`config.mk`:
```
export PLATFORM = sky130hd
export DESIGN_NAME = spi_bus_arbiter
export DESIGN_NICKNAME = d
export VERILOG_FILES = /design/src/rtl/spi_bus_arbiter_pkg.sv /design/src/rtl/spi_bus_arbiter_shifter.sv /design/src/rtl/spi_bus_arbiter.sv
export SDC_FILE = /design/constraint.sdc
export NUM_CORES = 1
export LEC_CHECK = 0
export ABC_AREA = 1
export ABC_CLOCK_PERIOD_IN_PS = 1500
export BUFFER_PORTS_ARGS = -buffer_cell sky130_fd_sc_hd__buf_2
export CORE_MARGIN = 4
export CORE_UTILIZATION = 45
export CTS_BUF_LIST = sky130_fd_sc_hd__clkbuf_8
export CTS_CLUSTER_DIAMETER = 150
export DETAILED_ROUTE_END_ITERATION = 7
export GPL_TIMING_DRIVEN = 0
export PLACE_DENSITY = 0.67
export SYNTH_ARGS = -nofsm -noshare
export SYNTH_HDL_FRONTEND = slang
export SYNTH_SLANG_ARGS = --single-unit
```
`constraint.sdc`:
```
create_clock -name clk -period 1.5 [get_ports clk]
set_input_delay 0.075 -clock clk [delete_from_list [all_inputs] [get_ports clk]]
set_output_delay 0.075 -clock clk [all_outputs]
set_load 0.02 [all_outputs]
```
`src/rtl/spi_bus_arbiter_pkg.sv`:
```
`default_nettype none
// ============================================================================
//  Module   : spi_bus_arbiter_pkg
//  Purpose  : Shared state encoding, byte width and round-robin pick helper
//             for the SPI bus arbiter.
//  Revision : 1.0
// ============================================================================
package spi_bus_arbiter_pkg;

  localparam int unsigned C_BYTE_W  = 8;
  localparam int unsigned C_MAX_REQ = 4;

  typedef enum logic [2:0] {
    IDLE  = 3'd0,
    LOAD  = 3'd1,
    SHIFT = 3'd2,
    DONE  = 3'd3,
    GAP   = 3'd4
  } state_t;

  // First valid requester at or after ptr, wrapping at num; returns ptr if none.
  function automatic logic [1:0] rr_pick(input logic [C_MAX_REQ-1:0] valid,
                                         input logic [1:0]           ptr,
                                         input logic [2:0]           num);
    logic [1:0] pick;
    logic       found;
    logic [2:0] idx;
    pick  = ptr;
    found = 1'b0;
    for (int i = 0; i < C_MAX_REQ; i++) begin
      idx = {1'b0, ptr} + 3'(i);
      if (idx >= num) idx = idx - num;
      if (!found && (3'(i) < num) && valid[idx[1:0]]) begin
        pick  = idx[1:0];
        found = 1'b1;
      end
    end
    return pick;
  endfunction

endpackage
`default_nettype wire

```
`src/rtl/spi_bus_arbiter_shifter.sv`:
```
`default_nettype none
// ============================================================================
//  Module   : spi_bus_arbiter_shifter
//  Purpose  : SPI mode-0 byte engine: sclk divider, bit counter, MSB-first
//             shift-out and miso capture on each rising sclk.
//  Revision : 1.0
// ============================================================================
module spi_bus_arbiter_shifter
  import spi_bus_arbiter_pkg::*;
#(
  parameter int unsigned CLK_DIV = 4
) (
  input  logic                clk,
  input  logic                reset,
  input  logic                start,
  input  logic [C_BYTE_W-1:0] tx_byte,
  input  logic                miso,
  output logic                sclk,
  output logic                mosi,
  output logic                done,
  output logic [C_BYTE_W-1:0] rx_byte
);

  localparam int unsigned DIV_W = (CLK_DIV > 1) ? $clog2(CLK_DIV) : 1;
  localparam logic [DIV_W-1:0] C_DIV_LAST = DIV_W'(CLK_DIV - 1);

  logic                r_active;
  logic                r_phase;
  logic [DIV_W-1:0]    r_div;
  logic [2:0]          r_bit;
  logic [C_BYTE_W-1:0] r_sr;
  logic [C_BYTE_W-1:0] r_rx;
  logic                r_done;
  logic                w_half_end;

  assign w_half_end = (r_div == C_DIV_LAST);

  always_ff @(posedge clk) begin
    if (reset) begin
      r_active <= 1'b0;
      r_phase  <= 1'b0;
      r_div    <= '0;
      r_bit    <= '0;
      r_sr     <= '0;
      r_rx     <= '0;
      r_done   <= 1'b0;
    end else begin
      r_done <= 1'b0;
      if (start) begin
        r_active <= 1'b1;
        r_phase  <= 1'b0;
        r_div    <= '0;
        r_bit    <= '0;
        r_sr     <= tx_byte;
      end else if (r_active) begin
        // First cycle of the high half is the rising sclk edge.
        if (r_phase && (r_div == '0)) r_rx <= {r_rx[C_BYTE_W-2:0], miso};
        if (w_half_end) begin
          r_div   <= '0;
          r_phase <= ~r_phase;
          if (r_phase) begin
            r_sr  <= {r_sr[C_BYTE_W-2:0], 1'b0};
            r_bit <= r_bit + 3'd1;
            if (r_bit == 3'd7) begin
              r_active <= 1'b0;
              r_done   <= 1'b1;
            end
          end
        end else begin
          r_div <= r_div + 1'b1;
        end
      end
    end
  end

  // Bit 7 is presented combinationally in the load cycle, ahead of the register.
  assign mosi    = start ? tx_byte[C_BYTE_W-1] : r_sr[C_BYTE_W-1];
  assign sclk    = r_active & r_phase;
  assign done    = r_done;
  assign rx_byte = r_rx;

endmodule
`default_nettype wire

```
`src/rtl/spi_bus_arbiter.sv`:
```
`default_nettype none
// ============================================================================
//  Module   : spi_bus_arbiter
//  Purpose  : Round-robin sharing of one SPI master among NUM_REQ requesters,
//             one whole transaction per grant.
//  Options  : SPI_BUS_ARBITER_TIMEOUT_EN adds err and a LOAD stall timeout.
//  Revision : 1.0
// ============================================================================
module spi_bus_arbiter
  import spi_bus_arbiter_pkg::*;
#(
  parameter int unsigned NUM_REQ = 2,
  parameter int unsigned CLK_DIV = 4,
  parameter int unsigned CS_GAP  = 2,
  parameter int unsigned TIMEOUT = 255
) (
  input  logic                         clk,
  input  logic                         reset,
  input  logic [NUM_REQ-1:0]           req_valid,
  input  logic [C_BYTE_W*NUM_REQ-1:0]  req_data,
  input  logic [NUM_REQ-1:0]           req_last,
  output logic [NUM_REQ-1:0]           req_ready,
  output logic [NUM_REQ-1:0]           rsp_valid,
  output logic [C_BYTE_W-1:0]          rsp_data,
  output logic [NUM_REQ-1:0]           grant,
  output logic                         busy,
  output logic                         spi_sclk,
  output logic                         spi_ss,
  output logic                         spi_mosi,
  input  logic                         spi_miso
`ifdef SPI_BUS_ARBITER_TIMEOUT_EN
  ,
  output logic                         err
`endif
);

  localparam int unsigned GAP_W = (CS_GAP > 1) ? $clog2(CS_GAP) : 1;
  localparam logic [GAP_W-1:0] C_GAP_LAST = GAP_W'(CS_GAP - 1);

  state_t                      r_state;
  state_t                      w_state_next;
  logic [1:0]                  r_owner;
  logic [1:0]                  r_ptr;
  logic [NUM_REQ-1:0]          r_grant;
  logic                        r_last;
  logic [GAP_W-1:0]            r_gap_cnt;

  logic [C_MAX_REQ-1:0]        w_valid_pad;
  logic [C_MAX_REQ-1:0]        w_last_pad;
  logic [C_BYTE_W*C_MAX_REQ-1:0] w_data_pad;
  logic [1:0]                  w_pick;
  logic [NUM_REQ-1:0]          w_owner_onehot;
  logic [NUM_REQ-1:0]          w_pick_onehot;
  logic                        w_start;
  logic                        w_ready;
  logic                        w_rsp;
  logic                        w_gap_done;
  logic                        w_shift_done;

`ifdef SPI_BUS_ARBITER_TIMEOUT_EN
  localparam int unsigned STALL_W = $clog2(TIMEOUT + 1);
  localparam logic [STALL_W-1:0] C_STALL_LAST = STALL_W'(TIMEOUT - 1);
  logic [STALL_W-1:0] r_stall;
  logic               w_timeout;
`else
  if (TIMEOUT == 0) begin : g_timeout_unused
  end
`endif

  always_comb begin
    w_valid_pad = '0;
    w_last_pad  = '0;
    w_data_pad  = '0;
    w_valid_pad[NUM_REQ-1:0]          = req_valid;
    w_last_pad[NUM_REQ-1:0]           = req_last;
    w_data_pad[C_BYTE_W*NUM_REQ-1:0]  = req_data;
  end

  assign w_pick         = rr_pick(w_valid_pad, r_ptr, 3'(NUM_REQ));
  assign w_owner_onehot = {{(NUM_REQ-1){1'b0}}, 1'b1} << r_owner;
  assign w_pick_onehot  = {{(NUM_REQ-1){1'b0}}, 1'b1} << w_pick;

  always_ff @(posedge clk) begin
    if (reset) r_state <= IDLE;
    else       r_state <= w_state_next;
  end

  always_comb begin
    w_state_next = r_state;
    w_start      = 1'b0;
    w_ready      = 1'b0;
    w_rsp        = 1'b0;
    w_gap_done   = 1'b0;
`ifdef SPI_BUS_ARBITER_TIMEOUT_EN
    w_timeout    = 1'b0;
`endif
    case (r_state)
      IDLE:  if (|req_valid) w_state_next = LOAD;
      LOAD: begin
        if (w_valid_pad[r_owner]) begin
          w_start      = 1'b1;
          w_ready      = 1'b1;
          w_state_next = SHIFT;
        end
`ifdef SPI_BUS_ARBITER_TIMEOUT_EN
        else if (r_stall == C_STALL_LAST) begin
          w_timeout    = 1'b1;
          w_state_next = GAP;
        end
`endif
      end
      SHIFT: if (w_shift_done) w_state_next = DONE;
      DONE: begin
        w_rsp        = 1'b1;
        w_state_next = r_last ? GAP : LOAD;
      end
      GAP: begin
        if (r_gap_cnt == C_GAP_LAST) begin
          w_gap_done   = 1'b1;
          w_state_next = IDLE;
        end
      end
      default: w_state_next = IDLE;
    endcase
  end

  always_ff @(posedge clk) begin
    if (reset) begin
      r_owner   <= '0;
      r_ptr     <= '0;
      r_grant   <= '0;
      r_last    <= 1'b0;
      r_gap_cnt <= '0;
    end else begin
      if ((r_state == IDLE) && (|req_valid)) begin
        r_owner <= w_pick;
        r_grant <= w_pick_onehot;
      end
      if (w_start) r_last <= w_last_pad[r_owner];
      if (r_state == GAP) r_gap_cnt <= r_gap_cnt + 1'b1;
      else                r_gap_cnt <= '0;
      // The pointer moves only when a transaction fully releases the bus.
      if (w_gap_done) begin
        r_grant <= '0;
        r_ptr   <= (r_owner == 2'(NUM_REQ - 1)) ? 2'd0 : r_owner + 2'd1;
      end
    end
  end

`ifdef SPI_BUS_ARBITER_TIMEOUT_EN
  always_ff @(posedge clk) begin
    if (reset)                                           r_stall <= '0;
    else if ((r_state == LOAD) && !w_valid_pad[r_owner]) r_stall <= r_stall + 1'b1;
    else                                                 r_stall <= '0;
  end
  assign err = w_timeout;
`endif

  spi_bus_arbiter_shifter #(
    .CLK_DIV (CLK_DIV)
  ) u_shifter (
    .clk     (clk),
    .reset   (reset),
    .start   (w_start),
    .tx_byte (w_data_pad[{r_owner, 3'b000} +: C_BYTE_W]),
    .miso    (spi_miso),
    .sclk    (spi_sclk),
    .mosi    (spi_mosi),
    .done    (w_shift_done),
    .rx_byte (rsp_data)
  );

  assign req_ready = w_ready ? w_owner_onehot : '0;
  assign rsp_valid = w_rsp   ? w_owner_onehot : '0;
  assign grant     = r_grant;
  assign busy      = (r_state != IDLE);
  assign spi_ss    = (r_state == IDLE) || (r_state == GAP);

endmodule
`default_nettype wire

```
## After elaboration in Yosys (flattened, before gate mapping)

Cells that the tools add are included.

- Output and inout bits: 18
- Logic and storage cells: 105
- Flip-flop bits (word level): 35

- Order comparisons: 5
- Multiplexer cells: 39
- Equal/unequal tests: 11
- Shift operators: 3
- Add/sub/neg operators: 7
- Bitwise operators: 6
- Reduce and logical (&&, ||, !) cells: 21

Operators with widths:

| cell | count |
|---|---|
| 2-to-1 mux 8 bit | 4 |
| indexed part select 32 x 6 -> 8 bit | 1 |
| 2-to-1 mux 1 bit | 17 |
| 2-to-1 mux 2 bit | 8 |
| 2-to-1 mux 3 bit | 5 |
| one-hot mux 3 bit (5 select lines) | 1 |
| < comparator 2 x 3 -> 1 bit (second input constant) | 3 |
| AND reduction 3 bit | 3 |
| binary-select mux 1 bit (select 2 bit) | 4 |
| OR reduction 2 bit | 4 |
| == test 3 x 2 -> 1 bit (second input constant) | 2 |
| == test 3 bit (second input constant) | 2 |
| != test 2 bit (second input constant) | 3 |
| nonzero test 2 bit | 3 |
| NOT 1 bit | 5 |
| OR reduction 5 bit | 1 |
| adder 2 x 1 -> 2 bit (second input constant) | 2 |
| AND reduction 4 bit | 1 |
| left shift 1 x 2 -> 2 bit (first input constant) | 2 |
| subtractor 2 bit (second input constant) | 2 |
| adder 2 x 1 -> 3 bit (second input constant) | 1 |
| adder 3 x 1 -> 3 bit (second input constant) | 1 |
| == test 3 x 1 -> 1 bit (second input constant) | 1 |
| greater-or-equal comparator 3 x 2 -> 1 bit (second input constant) | 1 |
| other kinds (13) | 15 |

## Longest topological paths before layout

Gate-level depths: netlist (run 1).

- Depth after elaboration: 9
- Depth in mapped cells: 10
- Mapped depth without buffers: 9

## Cells and area by module

Synthesis (run 1) repeated with hierarchy kept, for this count alone.

- Cells, all modules: 271
- Area total of the unflattened synthesis: 1813.0 um^2

Modules (own cells, without submodules):

| module | area an instance (um^2) | cells each | times used | sequential area each (um^2) |
|---|---|---|---|---|
| spi_bus_arbiter_shifter | 1079.8 | 148 | 1 | 480.5 |
| spi_bus_arbiter | 733.2 | 123 | 1 | 220.2 |

## Worst setup path before layout (run 1)

Ideal clock, no wire load.

- Path type: reg-to-output
- Start point: register r_owner[0]
- End point: output port req_ready[0]
- Cell stages (with the launch flop): 8
- Arrival: 1.219 ns
- Path slack: 0.206 ns
- Buffers on the path: 2
- Cell sequence: dfxtp_1 -> buf_6 -> nor2_8 -> nand2_4 -> nand2_4 -> nand2_4 -> buf_4 -> nor2_1

- Longest elaborated chain between the ends: 5

RTL lines:

| item | RTL line | source |
|---|---|---|
| start: declaration | spi_bus_arbiter.sv:42 | `logic [1:0] r_owner;` |
| start signal: assignment | spi_bus_arbiter.sv:136 | `r_owner <= w_pick;` |
| binary-select mux 1 bit (select 2 bit) | spi_bus_arbiter.sv:100 | `if (w_valid_pad[r_owner]) begin` |
| 2-to-1 mux 1 bit (not written as such) | spi_bus_arbiter.sv:100 |  |
| 2-to-1 mux 1 bit | spi_bus_arbiter.sv:100 |  |
| 2-to-1 mux 1 bit | spi_bus_arbiter.sv:97 | `case (r_state)` |
| 2-to-1 mux 2 bit (*) | spi_bus_arbiter.sv:173 | `assign req_ready = w_ready ? w_owner_onehot : '0;` |
| end: declaration | spi_bus_arbiter.sv:22 | `output logic [NUM_REQ-1:0] req_ready,` |

Mark *: on every way between the ends. The rest lies on a longest branch, timed or not. The select of a mux whose other input is x is not followed.

## Worst setup path in the final report (run 1)

- Start point: register r_owner[1]
- End point: output port spi_mosi

- Longest elaborated chain between the ends: 5

RTL lines:

| item | RTL line | source |
|---|---|---|
| branches (longest 4 deep; another with indexed part select 32 x 6 -> 8 bit) | -- |  |
| 2-to-1 mux 1 bit (*) | spi_bus_arbiter_shifter.sv:77 | `assign mosi = start ? tx_byte[C_BYTE_W-1] : r_sr[C_BYTE_W-1];` |
| end: declaration | spi_bus_arbiter.sv:29 | `output logic spi_mosi,` |

Every way passes the cells marked *. The select of a mux whose other input is x is not followed.

==> impl_summary.md, run 1 <==
Run status
The flow ran to the end, and the final reports show no timing, DRC or antenna violations.

Clocking
For this design, the CTS-stage hold fixing added 0 buffers. Buffers inserted during clock tree synthesis total 5. The number of H-tree levels is 2.

The clock sink count is 35. The cell at the root of the clock tree is clkbuf_8. Clock-pin slew was measured on the worst setup and hold paths at 0.07 ns. The clock latency on the worst-skew pair is 0.29 ns. The deepest clock path buffer count is 2.

The TritonCTS clock tree is built.

Finish
The fraction of final layout cells sized beyond drive strength 1 is a little under a third. The net count reported at finish is ~330. The most common cell after layout, fill and taps aside is nand2_1. From synthesis to final layout, the design area changed by 28.52%. In the layout the commonest cells are nand2_1 (68), buf_2 (37), dfxtp_1 (29).

The sequential cell area is 710.7 um^2. Fill cells in the final layout number 379. The number of antenna diodes in the final layout is 0.

The finished layout holds 348 standard cells, fillers aside. The area of the multi-input gates is 950.9 um^2.

Global routing
The global-route wire length before repair is 6748 um. The remaining global-route overflow is 0. The overall fraction of global-route tracks in use is 16.61%. The number of antenna violations at the first check in global routing was 0. The via count of the first global-routing pass was 1588. The pin count of the biggest net entering global routing is 12.

Floorplanning
The number of cell rows is 22. The boundary pin count is 41. The y dimension of the die is 70.37 um. The starting utilization of the core area is 47.10%. The die span in x is 70.37 um. The total die area is 4952 um^2. After floorplanning, the core was sized to cover between 3000 and 4000 um^2.

Placed design
The HPWL after detailed placement is 2768 um. At the end of routability-driven placement, the weighted congestion stood at roughly 0.78. During placement, the flow inserted port buffers numbering 40.

Before CTS, the worst setup slack after placement is 0.02964 ns. After detailed placement, the design holds a cell count of 335.

Worst setup path
The depth of the most critical reg-to-reg path is 8. The number of buffers and inverters on the critical path is 3. Traced cell by cell, the critical path runs through inv_2 > nand3_4 > nand2_4 > nand2_8 > buf_6 > nand2_2 > nand2_2 > buf_6. The highest-delay cell along the critical path is dfxtp_2. The worst register-to-register path has a setup slack of 0.15 ns. The data required time at the worst endpoint is 1.42 ns. The kind of capture point of the worst setup path is an output port. The family with the most delay on the worst path is flip-flops. The largest stage delay on the critical path is 0.36 ns. The top fanout value on the critical path is 4. The worst setup path is of the reg2out kind. STA classifies the critical path startpoint as a flop. The worst path arrival time is approximately 1.4 ns.

The beginning of the worst register-to-register path is u_shifter.r_div[0]. The capturing point of the worst reg2reg path is u_shifter.r_sr[5].

Route
The average vias per placed instance is 4.905. In this run, the number of DRC markers left after iteration 0 of detailed routing was 78. The total length of routed met2 wires is 1898 um.

The uppermost metal layer occupied by signal nets is met4. The detail-routed net length per standard cell is 11.09 um. The count of nets left with antenna violations once routing finished came out at 0. The total length of routed wires is 3859 um. Summing over every cut layer, the via total after detailed routing is about 1700.

For this run, design rule violations remaining after detail routing come to 0. In the detailed route, the total length drawn on met3 is roughly 140 um. The wire length on met1 is approximately 1800 um. Before antenna repair, the detailed router went through 4 iterations.

Timing
In this run the tightest slew margin relative to its limit is 66.66%. The final clock skew is 0.005852 ns. Final hold analysis gives a worst-case slack of around 0.0081 ns.

The sum of negative setup slack is 0 ns. The fraction of the cycle the final worst path needs is between 90 and 100%. After layout, the worst setup slack is 0.06193 ns.

The number of hold-slack violations in the final timing report is 0. The highest achievable clock rate is 695.4 MHz. Setup repair after global routing left no endpoint under its margin. The total count of max-transition violations in the final report is 0.

For the pin with the worst max-slew slack, the measured transition is 0.5002 ns. The final critical-path required period is roughly 1.4 ns. The count of final setup violators is 0.

Power
The share of total power dissipated in the clock network is 28.6%. The worst-case IR drop observed on VDD is approximately 0.00062 V. The combinational share of power is 34.0%. The power density over cell area is 1363 nW/um^2. The net switching fraction of the power is a little over a third.

The analysis attributes to cell leakage a power of between 1 and 1.5 nW. The switching power is 1.087 mW. The portion of total power attributed to sequential cells is 37.4%. The total internal power is 1.979 mW.

Run
The reported max-cap violation count is 0.

Synth
Synthesis instantiated 28 different standard cells from the library. Of the synthesized area, sequential elements account for 40.03%. Synthesis produced a netlist whose cell count is 247. Summing every instance area after synthesis gives 1750 um^2.

The synthesized net count is 274. The number of warnings reported in the yosys synthesis log is 0. A synthesized cell averages around 7.1 um^2. The synthesized design contains 35 register bits.

Hold path
The path class of the tightest hold or removal check is in2reg. The startpoint of the worst hold path is reset. The count of cells along the worst hold path is 2. The end of the worst hold path is r_state[2].
==> through the flow <==
stage / utilization [%] / total power [mW] / area (um^2)
after floorplan: - / 1.812 / 1750
after global placement: 54.11 / 2.041 / 2011
after detailed placement: 54.11 / 2.046 / 2011
after CTS: 59.60 / 3.068 / 2215
after global routing: 60.54 / 3.268 / 2250
final: 60.54 / 3.066 / 2250
==> what timing repair did <==
action / 4_1_cts / 5_1_grt
endpoints found under the setup margin: 6 / 17
buffers inserted: 4 / 2
resized for setup: 18 / 12
pin swaps: 5 / 3
==> logic make-up (layout without fill, tap and decap cells) <==
| logic type | Yosys count | after routing | share of synthesized area [%] |
|---|---|---|---|
| and+or+nand+nor | 130 | 130 | 34.74 |
| AOI/OAI and AO/OA | 43 | 43 | 12.94 |
| DFF | 35 | 35 | 40.03 |
| buffers and inverters | 33 | 86 | 8.292 |
| adders and majority gates | 4 | 4 | 2.859 |
| xor gates and xnor gates | 1 | 1 | 0.5004 |
| muxes | 1 | 1 | 0.6433 |
==> power by group through the flow <==
stage | Clock [mW] | Combinational (mW) | Sequential (mW)
6_report | 0.877 | 1.04 | 1.15
5_1_grt | 0.949 | 1.16 | 1.16
4_1_cts | 0.903 | 1.04 | 1.13
3_5_place_dp | 0 | 0.912 | 1.13
3_3_place_gp | 0 | 0.906 | 1.14
2_1_floorplan | 0 | 0.679 | 1.13
==> cell type report <==
cell class / instances / share of cell area [%]
buffer: 6 / 2.002
inverter: 26 / 4.672
clock buffer: 6 / 3.671
timing repair buffer: 46 / 11.57
sequential: 35 / 31.59
multi-input combinational: 179 / 42.27
clock inverter: 2 / 1.557
tap: 48 / 2.670
==> cell usage after synthesis <==
cell	instances	area share, %
buf_4	1	0.43
o21ai_2	1	0.50
mux2_2	1	0.64
inv_2	4	0.86
nand3_2	1	0.57
nor3_2	1	0.57
clkbuf_1	2	0.43
nand2_1	71	15
a21oi_1	28	8.0
dfxtp_1	35	40
buf_2	2	0.57
nor2_2	1	0.36
nand3b_1	1	0.43
nand4_1	3	1.1
o22ai_1	1	0.36
ha_1	4	2.9
inv_1	22	4.7
xnor2_1	1	0.50
o21bai_1	1	0.43
buf_6	2	1.3
nand2_2	3	1.1
o21ai_0	11	3.1
nand3_1	23	6.6
nand2_4	3	1.9
nor2_1	19	4.1
nor2_8	2	2.3
nor3_1	2	0.57
a21oi_2	1	0.50
==> worst max path at each step <==
stage,from,end,slack [ns],depth (start not counted)
finish,r_owner[1],spi_mosi,0.06,8
global route,r_owner[1],spi_mosi,0.002,8
CTS,r_owner[0],req_ready[1],0.00005,8
detailed placement,u_shifter.r_div[0],u_shifter.r_sr[7],0.03,8
global placement,u_shifter.r_div[0],u_shifter.r_sr[7],0.03,8
floorplan,r_owner[0],req_ready[0],0.21,7
==> registers in the layout (all words and copies together) (netlist names) <==
signal and flops:
r_ptr 2, r_last 1, grant 2, u_shifter.r_div 2, r_state 3, u_shifter.r_sr 8, u_shifter.r_phase 1, u_shifter.done 1
u_shifter.r_bit 3, r_gap_cnt 1, u_shifter.rx_byte 8, u_shifter.r_active 1, r_owner 2
==> routing by layer <==
metal / global-route usage (%) / up-vias
met3: 4.460 / 6
met1: 20.14 / 782
met2: 28.07 / 20
met4: 5.745 / 0
li1: - / 899
met5: 0 / -
(Power assumes the default switching activity.)
==> run 2, diff against run 1 <==
ABC_CLOCK_PERIOD_IN_PS = 1810   (was 1500)
clock period = 1.81 ns   (was 1.5 ns; I/O delays follow)
==> run 2 against run 1 <==
Compared with the run above: worst setup slack improved by 0.081 ns; clock skew about the same; utilization decreased by 3.2 points; final cell count decreased by 1.4%; clock-buffer cell count unchanged; design area decreased by 5.3%; global-route usage decreased by 0.60 points; highest routed layer unchanged; clock power decreased by 17%; sequential share of layout area increased by 1.3 points.
==> impl_summary.md, run 2 (synthesis gave the netlist of run 1 again) <==
Placed design
The placed instances occupy a cell area of 2011 um^2. The global placer's final weighted congestion is 0.7754. OpenSTA, run right after detailed placement, puts the worst setup slack at ~0.34 ns.

The count of buffers added on input and output ports is 40. The HPWL after detailed placement is 2768 um. The total instance count after detailed placement is 335.

Finish
For this run, the number of standard cells in the final layout without fillers is ~340. Relative to the synthesized area, the layout overhead comes to 21.73%. The final core utilization is between 50% and 60%.

The final layout contains 321 nets. 0 antenna diodes ended up in the layout. The fraction of final layout cells sized beyond drive strength 1 is 24.41%. The post-layout instance area is about 2100 um^2. In the layout the commonest cells are nand2_1 (71), buf_2 (42), dfxtp_1 (35). The most common cell after layout, fill and taps aside is nand2_1.

Timing
Across the routed clock network, the largest skew measured is between 0.006 and 0.007 ns. In the post-route analysis, the smallest setup slack over all paths is 0.1429 ns. At the pin with the least slew margin, the transition time is 0.4999 ns. The final critical-path required period is 1.667 ns.

Dividing the final minimum period by the clock period gives 92.10%. The highest achievable clock rate is 599.9 MHz. Setup violations remaining at the end of the flow were counted as 0. The number of hold-slack violations in the final timing report is 0. The total count of max-transition violations in the final report is 0. The sum of negative setup slack is 0 ns. Setup repair after global routing left no endpoint under its margin. In this run the tightest slew margin relative to its limit is about two thirds.

Clocking
Counting every sink on the clock net gives 35. The clock latency on the worst-skew pair is 0.29 ns. Clock-pin slew was measured on the worst setup and hold paths at approximately 0.070 ns. The TritonCTS clock tree is built.

The CTS buffer count is 5. The clock passes through at most 2 buffers. Buffers added to address setup during post-CTS repair amount to 0. In this run the clock root is driven by a clkbuf_8. The clock tree synthesis step divided the H-tree into 2 levels.

Route
The count of nets left with antenna violations once routing finished came out at 0. The first detailed-routing pass took 4 iterations. The count of routing violations after the opening detailed-route iteration is 95. The total length of routed wires is 3721 um. After detailed routing, the number of vias per cell comes to 4.910. In the routed design, unresolved DRC markers number 0.

The detailed router placed around 1700 vias in this run. In the final routed layout, each cell accounts on average for 10.85 um.

Global routing
The first global-routing pass estimated around 6500 um of wire. The pin count of the biggest net entering global routing is 12. The remaining global-route overflow is 0. Across every metal layer, demand over resource in global routing totals 16.01%. The via count of the first global-routing pass came to 1531. The number of antenna violations at the first check in global routing was 0.

Run status
The flow ran to the end, and the final reports show no timing, DRC or antenna violations.

Power
The static leakage is about 1.0 nW. The power density over cell area is 1129 nW/um^2. The net switching fraction of the power is 35.00%. The switching power is 0.8420 mW. The combinational share of power is 31.4%. Sequential cells burn 38.5% of the power. The total internal power is 1.564 mW.

The clock group share of total power is between 30% and 40%. Across the VDD grid, the largest voltage drop is 0.0005057 V.

Floorplanning
The die covers 4952 um^2. The starting utilization of the core area is 47.10%. In this run the vertical extent of the chip is 70.37 um.

The number of cell rows is 22. The region available for standard cell placement spans 3716 um^2. 41 I/O pins were placed. The die is roughly 70 um wide.

Worst setup path
STA classifies the critical path endpoint as an output port. The data required time at the worst endpoint is 1.72 ns. Along the worst path, the maximum fanout reaches 10. The worst path arrival time is roughly 1.6 ns. The critical path in this run is classified as reg2out. STA classifies the critical path startpoint as a flop.

Hold path
The path type of the worst min-delay path is in2reg.

Run
The tool flagged a number of max-cap violations equal to 0.
[run 2: cell types whose count changed in the layout (fill, tap and decap cells not counted), sizes merged]
cell / delta
buf: -3
clkbuf: -2
[run 2: final timing paths]
path | startpoint | endpoint | slack, ns | cells after the start
worst max-delay path | r_owner[0] | spi_mosi | 0.14 | 9
worst min-delay path | reset | r_state[2] | 0.03 | 2
worst max register to register | u_shifter.r_div[0] | u_shifter.r_sr[7] | 0.33 | 8
worst min register to register | grant[0] | grant[0] | 0.46 | 2
[run 2: cell type report]
cell class	count	area [um^2]
inverters	26	97.59
well taps	48	60.06
plain buffers	7	47.55
multi-input cells	179	907.1
clock buffers	6	82.58
repair buffers	40	200.2
flip-flops and latches	35	700.7
fillers	391	1585
clock inverters	2	35.03
[run 2: what timing repair did]
item                                    4_1_cts  5_1_grt
endpoints found under the setup margin        0        1
hold buffers                                  0        0
resized for setup                             0        1
[run 2: critical path: stages (launching register included)]
cell	delay (ns)
dfxtp_1	0.31
buf_6	0.13
nor2_8	0.18
nand2_4	0.07
nand2_4	0.07
nand2_4	0.07
buf_4	0.18
nand2_1	0.06
nand2_1	0.05
buf_2	0.15
[run 2: per-stage QoR]
step	hold slack, ns	power (mW)
2_1_floorplan	0.1596	1.502
3_3_place_gp	0.3362	1.692
3_5_place_dp	0.3370	1.696
4_1_cts	0.02272	2.431
5_1_grt	0.02566	2.572
6_report	0.03181	2.406
[run 2: power by group through the flow]
stage	Combinational (mW)	Clock (mW)	Sequential, mW
floorplan	0.562	0	0.940
global placement	0.751	0	0.941
detailed placement	0.756	0	0.940
CTS	0.759	0.748	0.924
global route	0.850	0.785	0.938
finish	0.755	0.725	0.926
[run 2: per-layer routing]
metal	track usage, %	vias to the layer above	share of wire (%)
met2	26.09	30	49
li1	-	889	-
met3	4.460	6	4.5
met4	5.745	0	1.7
met5	0	-	0
met1	20.05	759	45
